`src/rtl/uart_rx_fifo.sv`:
```
// ============================================================================
//  Module   : uart_rx_fifo
//  Brief    : UART receive buffer: edge-captured bytes into a FWFT FIFO with
//             level, full, sticky overrun/break and threshold interrupt.
//  Revision : 1.0 - initial release
// ============================================================================
`default_nettype none

module uart_rx_fifo #(
  parameter int DEPTH_LOG2 = 4,
  parameter int DATA_W     = 8
) (
  input  logic                  clk,
  input  logic                  reset,
  input  logic                  clr,
  input  logic                  in_valid,
  input  logic [DATA_W-1:0]     in_data,
  input  logic                  in_break,
  input  logic                  rd,
  input  logic                  err_clr,
  input  logic [DEPTH_LOG2:0]   thresh,
  output logic [DATA_W-1:0]     out_data,
  output logic                  out_valid,
  output logic                  full,
  output logic [DEPTH_LOG2:0]   level,
  output logic                  overrun,
  output logic                  break_flag,
  output logic                  thresh_irq
);

  localparam int                  c_depth_int = 1 << DEPTH_LOG2;
  localparam logic [DEPTH_LOG2:0] c_depth     = (DEPTH_LOG2+1)'(c_depth_int);
  localparam logic [DEPTH_LOG2:0] c_lvl_one   = (DEPTH_LOG2+1)'(1);
  localparam logic [DEPTH_LOG2-1:0] c_ptr_one = DEPTH_LOG2'(1);

  logic [DATA_W-1:0]     r_mem [c_depth_int];
  logic [DEPTH_LOG2-1:0] r_wr_ptr;
  logic [DEPTH_LOG2-1:0] r_rd_ptr;
  logic [DEPTH_LOG2:0]   r_level;
  logic                  r_in_valid_q;
  logic                  r_in_break_q;
  logic                  r_overrun;
  logic                  r_break_flag;
  logic                  r_thresh_irq;

  logic                  w_flush;
  logic                  w_push_req;
  logic                  w_brk_req;
  logic                  w_empty;
  logic                  w_full;
  logic                  w_pop;
  logic                  w_push;
  logic                  w_overrun_set;
  logic [DEPTH_LOG2:0]   w_level_nxt;

  assign w_flush    = reset | clr;
  assign w_push_req = in_valid & ~r_in_valid_q;
  assign w_brk_req  = in_break & ~r_in_break_q;
  assign w_empty    = (r_level == '0);
  assign w_full     = (r_level == c_depth);
  assign w_pop      = rd & ~w_empty;

  // A full FIFO still accepts a byte when the head leaves on the same edge.
  assign w_push        = w_push_req & (~w_full | w_pop);
  assign w_overrun_set = w_push_req & w_full & ~w_pop;

  always_comb begin
    w_level_nxt = r_level;
    if (w_push && !w_pop) begin
      w_level_nxt = r_level + c_lvl_one;
    end else if (w_pop && !w_push) begin
      w_level_nxt = r_level - c_lvl_one;
    end
  end

  always_ff @(posedge clk) begin
    if (w_flush) begin
      r_wr_ptr     <= '0;
      r_rd_ptr     <= '0;
      r_level      <= '0;
      r_in_valid_q <= 1'b0;
      r_in_break_q <= 1'b0;
      r_overrun    <= 1'b0;
      r_break_flag <= 1'b0;
      r_thresh_irq <= 1'b0;
    end else begin
      r_in_valid_q <= in_valid;
      r_in_break_q <= in_break;
      r_level      <= w_level_nxt;
      if (w_push) begin
        r_wr_ptr <= r_wr_ptr + c_ptr_one;
      end
      if (w_pop) begin
        r_rd_ptr <= r_rd_ptr + c_ptr_one;
      end
      // Sticky flags: a set event beats a simultaneous clear.
      if (w_overrun_set) begin
        r_overrun <= 1'b1;
      end else if (err_clr) begin
        r_overrun <= 1'b0;
      end
      if (w_brk_req) begin
        r_break_flag <= 1'b1;
      end else if (err_clr) begin
        r_break_flag <= 1'b0;
      end
      r_thresh_irq <= (thresh != '0) && (w_level_nxt >= thresh);
    end
  end

  // Storage carries no reset; entries are only observable once written.
  always_ff @(posedge clk) begin
    if (w_push && !w_flush) begin
      r_mem[r_wr_ptr] <= in_data;
    end
  end

  assign out_valid  = ~w_empty;
  assign out_data   = w_empty ? '0 : r_mem[r_rd_ptr];
  assign full       = w_full;
  assign level      = r_level;
  assign overrun    = r_overrun;
  assign break_flag = r_break_flag;
  assign thresh_irq = r_thresh_irq;

endmodule

`default_nettype wire
```
`config.mk`:
```
export PLATFORM = sky130hd
export DESIGN_NAME = uart_rx_fifo
export DESIGN_NICKNAME = d
export VERILOG_FILES = /design/src/rtl/uart_rx_fifo.sv
export SDC_FILE = /design/constraint.sdc
export NUM_CORES = 1
export LEC_CHECK = 0
export ABC_AREA = 1
export CAP_MARGIN = 40
export CORE_ASPECT_RATIO = 1.75
export CORE_MARGIN = 3
export CORE_UTILIZATION = 45
export CTS_CLUSTER_DIAMETER = 120
export DETAILED_ROUTE_END_ITERATION = 10
export PLACE_DENSITY = 0.72
export SYNTH_ARGS = -nofsm -noshare
export SYNTH_HDL_FRONTEND = slang
export SYNTH_SLANG_ARGS = --single-unit
```
`constraint.sdc`:
```
create_clock -name clk -period 2.96 [get_ports clk]
set_clock_uncertainty 0.2 [all_clocks]
set_input_delay 0.296 -clock clk [delete_from_list [all_inputs] [get_ports clk]]
set_output_delay 0.296 -clock clk [all_outputs]
set_load 0.05 [all_outputs]
```
==> impl_results.md, run 1 <==
- Avg Cell Area, Syn: 10.6 um^2
- Reg-to-Reg End: thresh_irq$_SDFF_PP0_
- Yosys cell types: 28
- Initial Util: 46.6%
- Bufs and invs on worst path: 3
- Register area share after synthesis: 65.4%
- Status: completed
- H-tree Lvls: 4
- CTS tree: built
- Root buffer cell: clkbuf_16
- Largest stage delay, worst path: 800 ps
- Vias in the first global route: 4,677
- R2r startpoint: level[0]$_SDFF_PP0_
- Row cnt: 57
- F_max: 349 MHz
- Die H: 166 um
- Die footprint: 16,100 um^2
- PortBufs: 37
- Final critical-path share of the clock period: 96.8%
- Crit-path cells: inv_1 -> ha_1 -> nand3_4 -> inv_4 -> clkdlybuf4s50_1
- Fin crit period: 2860 ps
- First-pass GRT wire length: 24,000 um
- CTS Buf Count: 17
- DRC viols: 0
- Hold Startpoint: in_break
- #FFs+latches synth: 150
- Clock Sinks: 150
- Slew @ Worst Pin: 663 ps
- R2R cell count: 14
- Critical path arrival: 2370 ps
- Main area contributors after synthesis: edfxtp_1 59%, nand2_1 11%, nand3_1 8.7%
- Peak VDD IR: 0.457 mV
- Fillers: 1,112
- Critical Path Start Type: register
- Later-pin clock latency in the skew report: 410 ps
- Power Dens Cells: 626 nW/um^2
- Syn. warnings: 0
- Clk buf depth: 2
- Design area: 7850 um^2
- Total I/O pin count: 38
- PostCTS Resize Cnt: 0
- Final setup fails: 0
- Max-slew violations: 0
- Leakage: 3.01 nW
- # hold bufs at CTS: 0
- Via count: 4,589
- Worst Path Required: 2460 ps
- CP max stage cell: clkdlybuf4s50_1
- Flop2flop setup slack: 450 ps
- Setup Buffers After CTS: 0
- WHS Endpoint: r_in_break_q$_SDFF_PP0_
- Area Overhead vs Synth: 19.8%
- Max_slew headroom: 55.7%
- Post-DP HPWL: 10,100 um
- Antenna violations before repair: 0
- Core ar.: 14,000 um^2
- Routed wire length: 15,000 um
- Pin count of the biggest net entering global routing: 56
- Net count after synthesis: 653
- Hold Fails Final Rpt: 0
- Worst path top cell family by delay: buffers and inverters
- Die X: 97.2 um
- RSZ-0062 raised after global routing: false
- # diodes: 0
- Synth area leader: edfxtp_1
- Total GRT Usage: 19.2%
- CP Class: reg -> out
- Crit. Startpoint: level[0]$_SDFF_PP0_
- Max-cap violations: 0
- Routed Antenna Nets: 0
- Mapped Cells: 621
- Via density: 5.32
- Share of cells above drive strength 1: 12.4%
- Final #Nets: 705
- Setup crit end kind: output port
- DR iter-0 viols: 356
- CTS clk-pin slew, worst paths: 60 ps
- Average wire per standard cell: 17.4 um
- Drt pass-1 iters: 5
- Final Wtd Congestion: 0.838
- CP Max Fanout: 6
- Hold WC Path Type: in -> reg
- Grt ovf: 0
- Mapped cell area: 6550 um^2
- Post-synth top area share: 58.7%
- Placed cell areas: 7290 um^2
- Hold Path Cell Cnt: 3
- Setup TNS: 0 ps
sequential cells by signal, indices dropped and copies added, names as in the netlist, named ones only:
register,flops
r_mem,128
r_in_valid_q,1
level,5
r_in_break_q,1
thresh_irq,1
r_wr_ptr,4
overrun,1
r_rd_ptr,4
break_flag,1
final cells by class:
cell class / instances / area, um^2 / share of cell area (%)
inverters: 39 / 154 / 1.96
well taps: 177 / 221 / 2.82
multi-input cells: 405 / 1970 / 25.1
clock inverters: 14 / 131 / 1.67
flip-flops and latches: 150 / 4290 / 54.6
clock buffers: 18 / 429 / 5.47
repair buffers: 60 / 656 / 8.35
placed cells by master (no fill, tap or decap), drive strengths merged:
cell type / n
edfxtp: 128
nand2: 202
ha: 12
clkinv: 1
a21oi: 17
o31ai: 1
nor2: 36
o21ai: 7
clkinvlp: 3
buf: 31
xnor2: 2
a41oi: 1
xor2: 4
inv: 49
dfxtp: 22
clkbuf: 18
clkdlybuf4s50: 29
nand4: 6
nand3: 117
routing by layer:
metal	routed length [um]	vias up	global-route usage [%]
met4	507	0	7.96
met5	0	-	0
met3	762	31	4.34
met1	5460	2188	20.6
li1	-	2218	-
met2	8290	152	35.9
tightest hold or removal path, stage by stage:
cell	delay, ps
clkdlybuf4s50_1	400
inv_1	60
nor2_1	40
through the flow:
step | std cells | setup WS, ps | total power, mW | util (%) | hold WS (ps)
floorplan | 621 | 90.3 | 2.71 | - | 195
CTS | 863 | 78.5 | 4.95 | 55.9 | 210
global route | 863 | 5.08 | 5.10 | 55.9 | 238
detailed placement | 831 | 439 | 2.94 | 51.9 | 219
finish | 863 | 96.0 | 4.91 | 55.9 | 223
global placement | 830 | 494 | 2.92 | 51.7 | 209
cell usage after synthesis:
| master | instances |
|---|---|
| nand4_1 | 6 |
| nand3_4 | 3 |
| nand2_4 | 7 |
| ha_1 | 12 |
| o21ai_1 | 2 |
| dfxtp_1 | 22 |
| nand2_1 | 194 |
| edfxtp_1 | 128 |
| a41oi_1 | 1 |
| xnor2_1 | 2 |
| inv_1 | 31 |
| inv_6 | 1 |
| o31ai_1 | 1 |
| inv_4 | 1 |
| a21oi_1 | 16 |
| nand3_1 | 114 |
| nand2_2 | 1 |
| nor2_2 | 1 |
| nor2_1 | 34 |
| nor2_8 | 1 |
| a21oi_2 | 1 |
| inv_2 | 6 |
| buf_4 | 7 |
| o21ai_0 | 5 |
| clkbuf_1 | 6 |
| buf_2 | 13 |
| buf_1 | 1 |
| xor2_1 | 4 |
report_power, final:
part	total, mW	internal, mW	switching (mW)	leakage [nW]
sequential	2.33	2.31	0.0221	1.33
combinational	0.568	0.203	0.365	1.42
clock	2.02	1.11	0.906	0.266
how the worst max path moves through the flow:
| stage | to | slack [ps] | cells past startpoint |
|---|---|---|---|
| final | full | 100 | 5 |
| after global routing | full | 5 | 5 |
| after CTS | full | 80 | 5 |
| after global placement | thresh_irq$_SDFF_PP0_ | 490 | 15 |
| after detailed placement | thresh_irq$_SDFF_PP0_ | 440 | 13 |
| after floorplan | out_data[0] | 90 | 5 |
cell families (layout without fill, tap and decap cells):
family	count (synthesis)	count (layout)	share of synthesized area, %
DFF	150	150	65.4
xor gates and xnor gates	6	6	0.802
adders and majority gates	12	12	2.29
AOI/OAI and AO/OA	26	26	2.14
and+or+nand+nor	361	361	24.8
buffers and inverters	66	131	4.54
Note: power is estimated with default switching activity, not from simulation.
==> run 2, diff against run 1 <==
Settings changed: CORE_MARGIN 3 to 2, CTS_BUF_LIST from default to sky130_fd_sc_hd__clkbuf_4, SKIP_CTS_REPAIR_TIMING from default to 1.
==> run 2 against run 1 <==
  * Worst hold slack worse by 120 ps
  * Register-to-register slack got worse by 30 ps
  * Sequential power barely moved
  * Largest cell class unchanged
  * Highest routed layer unchanged
==> impl_results.md, run 2 (synthesis results as in run 1) <==
- Routed Antenna Nets: 0
- Worst Path Required: 2460 ps
- Critical path arrival: 2290 ps
- Routed wire length: 14,700 um
- Area Overhead vs Synth: 16.5%
- Post-DP HPWL: 10,300 um
- Final Hold Slack: 99.7 ps
- Peak VDD IR: 0.228 mV
- Critical Path Start Type: register
- Flop2flop setup slack: 420 ps
- CTS tree: built
- Die X: 95.2 um
- Leakage: 2.96 nW
- Total I/O pin count: 38
- Place WS: 394 ps
- Total GRT Usage: 20.1%
- Post-route insts no fill: 871
- Die footprint: 15,600 um^2
- Number of flip-flops in the largest register: 128
- CP Max Fanout: 40
- Most frequent cells in the layout: 194 x nand2_1, 128 x edfxtp_1, 114 x nand3_1
- Final WS setup: 170 ps
- Via count: 4,636
- DRC viols: 0
- CTS clk-pin slew, worst paths: 130 ps
- CP max stage cell: dfxtp_4
- Register Area: 4290 um^2
- Final #Nets: 709
- Hold Startpoint: in_break
- Max-slew violations: 0
- Slew @ Worst Pin: 662 ps
- Root buffer cell: clkbuf_4
- R2r startpoint: level[0]$_SDFF_PP0_
- Multi-input logic area: 1980 um^2
- Via density: 5.32
- CTS Buf Count: 17
- First-pass GRT wire length: 23,300 um
- Final critical-path share of the clock period: 94.3%
- Setup crit end kind: output port
- Crit-path cells: inv_4 -> buf_12 -> nand2_1 -> nand3_1 -> nand3_1 -> nand2_1 -> nand2_1 -> a21oi_1 -> buf_12
- Commonest non-fill, non-tap cell in the layout: nand2_1
- Later-pin clock latency in the skew report: 530 ps
- Placed cells: 838
- Status: completed
- Pin count of the biggest net entering global routing: 41
- Initial Util: 45.8%
- Largest stage delay, worst path: 450 ps
- Average wire per standard cell: 16.8 um
- Power Dens Cells: 544 nW/um^2
- PortBufs: 37
- Fin crit period: 2790 ps
- Die H: 164 um
- Drt pass-1 iters: 5
- Fillers: 1,233
- CP Class: reg -> out
- Row cnt: 58
- Max-cap violations: 0
- Share of cells above drive strength 1: 13.3%
- Core ar.: 14,300 um^2
- Final Wtd Congestion: 0.829
- H-tree Lvls: 4
- Hold Path Cell Cnt: 3
- WHS Endpoint: r_in_break_q$_SDFF_PP0_
- R2R cell count: 12
- DR iter-0 viols: 302
- F_max: 358 MHz
- Grt ovf: 0
- Final setup fails: 0
- Reg-to-Reg End: thresh_irq$_SDFF_PP0_
- Vias in the first global route: 4,566
- Clock Sinks: 150
- Hold Fails Final Rpt: 0
- Register bank with the most flops: r_mem
- Antenna violations before repair: 1
- Hold WC Path Type: in -> reg
- Most frequent CP cell: nand2_1
- Clk buf depth: 2
- Max_slew headroom: 55.7%
[run 2: cell types whose count changed in the layout (fill, tap and decap cells not counted), moves of 3 or more]
cell / before / now
clkbuf_16: 17 / 0
inv_8: 2 / 5
clkbuf_4: 0 / 17
inv_6: 9 / 5
clkinv_4: 0 / 3
buf_4: 21 / 24
[run 2: layout make-up]
type / instances / area share, %
multi-input cells: 405 / 25.9
clock inverters: 15 / 2.10
flip-flops and latches: 150 / 56.2
repair buffers: 64 / 9.10
inverters: 39 / 2.05
diodes: 1 / 0.0328
clock buffers: 17 / 1.67
well taps: 180 / 2.95
[run 2: how the worst max path moves through the flow]
stage | to | cells after the start
6_report | out_data[5] | 9
5_1_grt | out_data[7] | 6
4_1_cts | full | 5
3_5_place_dp | thresh_irq$_SDFF_PP0_ | 13
3_3_place_gp | thresh_irq$_SDFF_PP0_ | 15
2_1_floorplan | out_data[0] | 5
[run 2: metal layers]
metal,track usage [%],share of wire [%]
met1,21.4,37
met2,36.5,56
met4,9.42,3.4
met3,4.89,4.2
met5,0,0
[run 2: where the power goes]
group	internal, mW	total [mW]	switching, mW
Combinational	0.205	0.564	0.359
Clock	0.457	1.26	0.805
Sequential	2.30	2.33	0.0238
[run 2: critical path, delay by kind of cell (launching register included)]
| kind | cells | cell delay, ps |
|---|---|---|
| buffers and inverters | 3 | 570 |
| AO/OA/AOI/OAI | 1 | 250 |
| AND/OR/NAND/NOR | 5 | 480 |
| flip-flops | 1 | 450 |
[run 2: through the flow]
stage,utilization [%],power (mW),TNS (ps),instance area (um^2)
floorplan,-,2.71,0,6550
global placement,51.0,2.92,0,7290
detailed placement,51.2,2.94,0,7320
CTS,53.2,4.19,-144,7610
global route,53.4,4.33,-3.05,7630
finish,53.4,4.15,0,7630
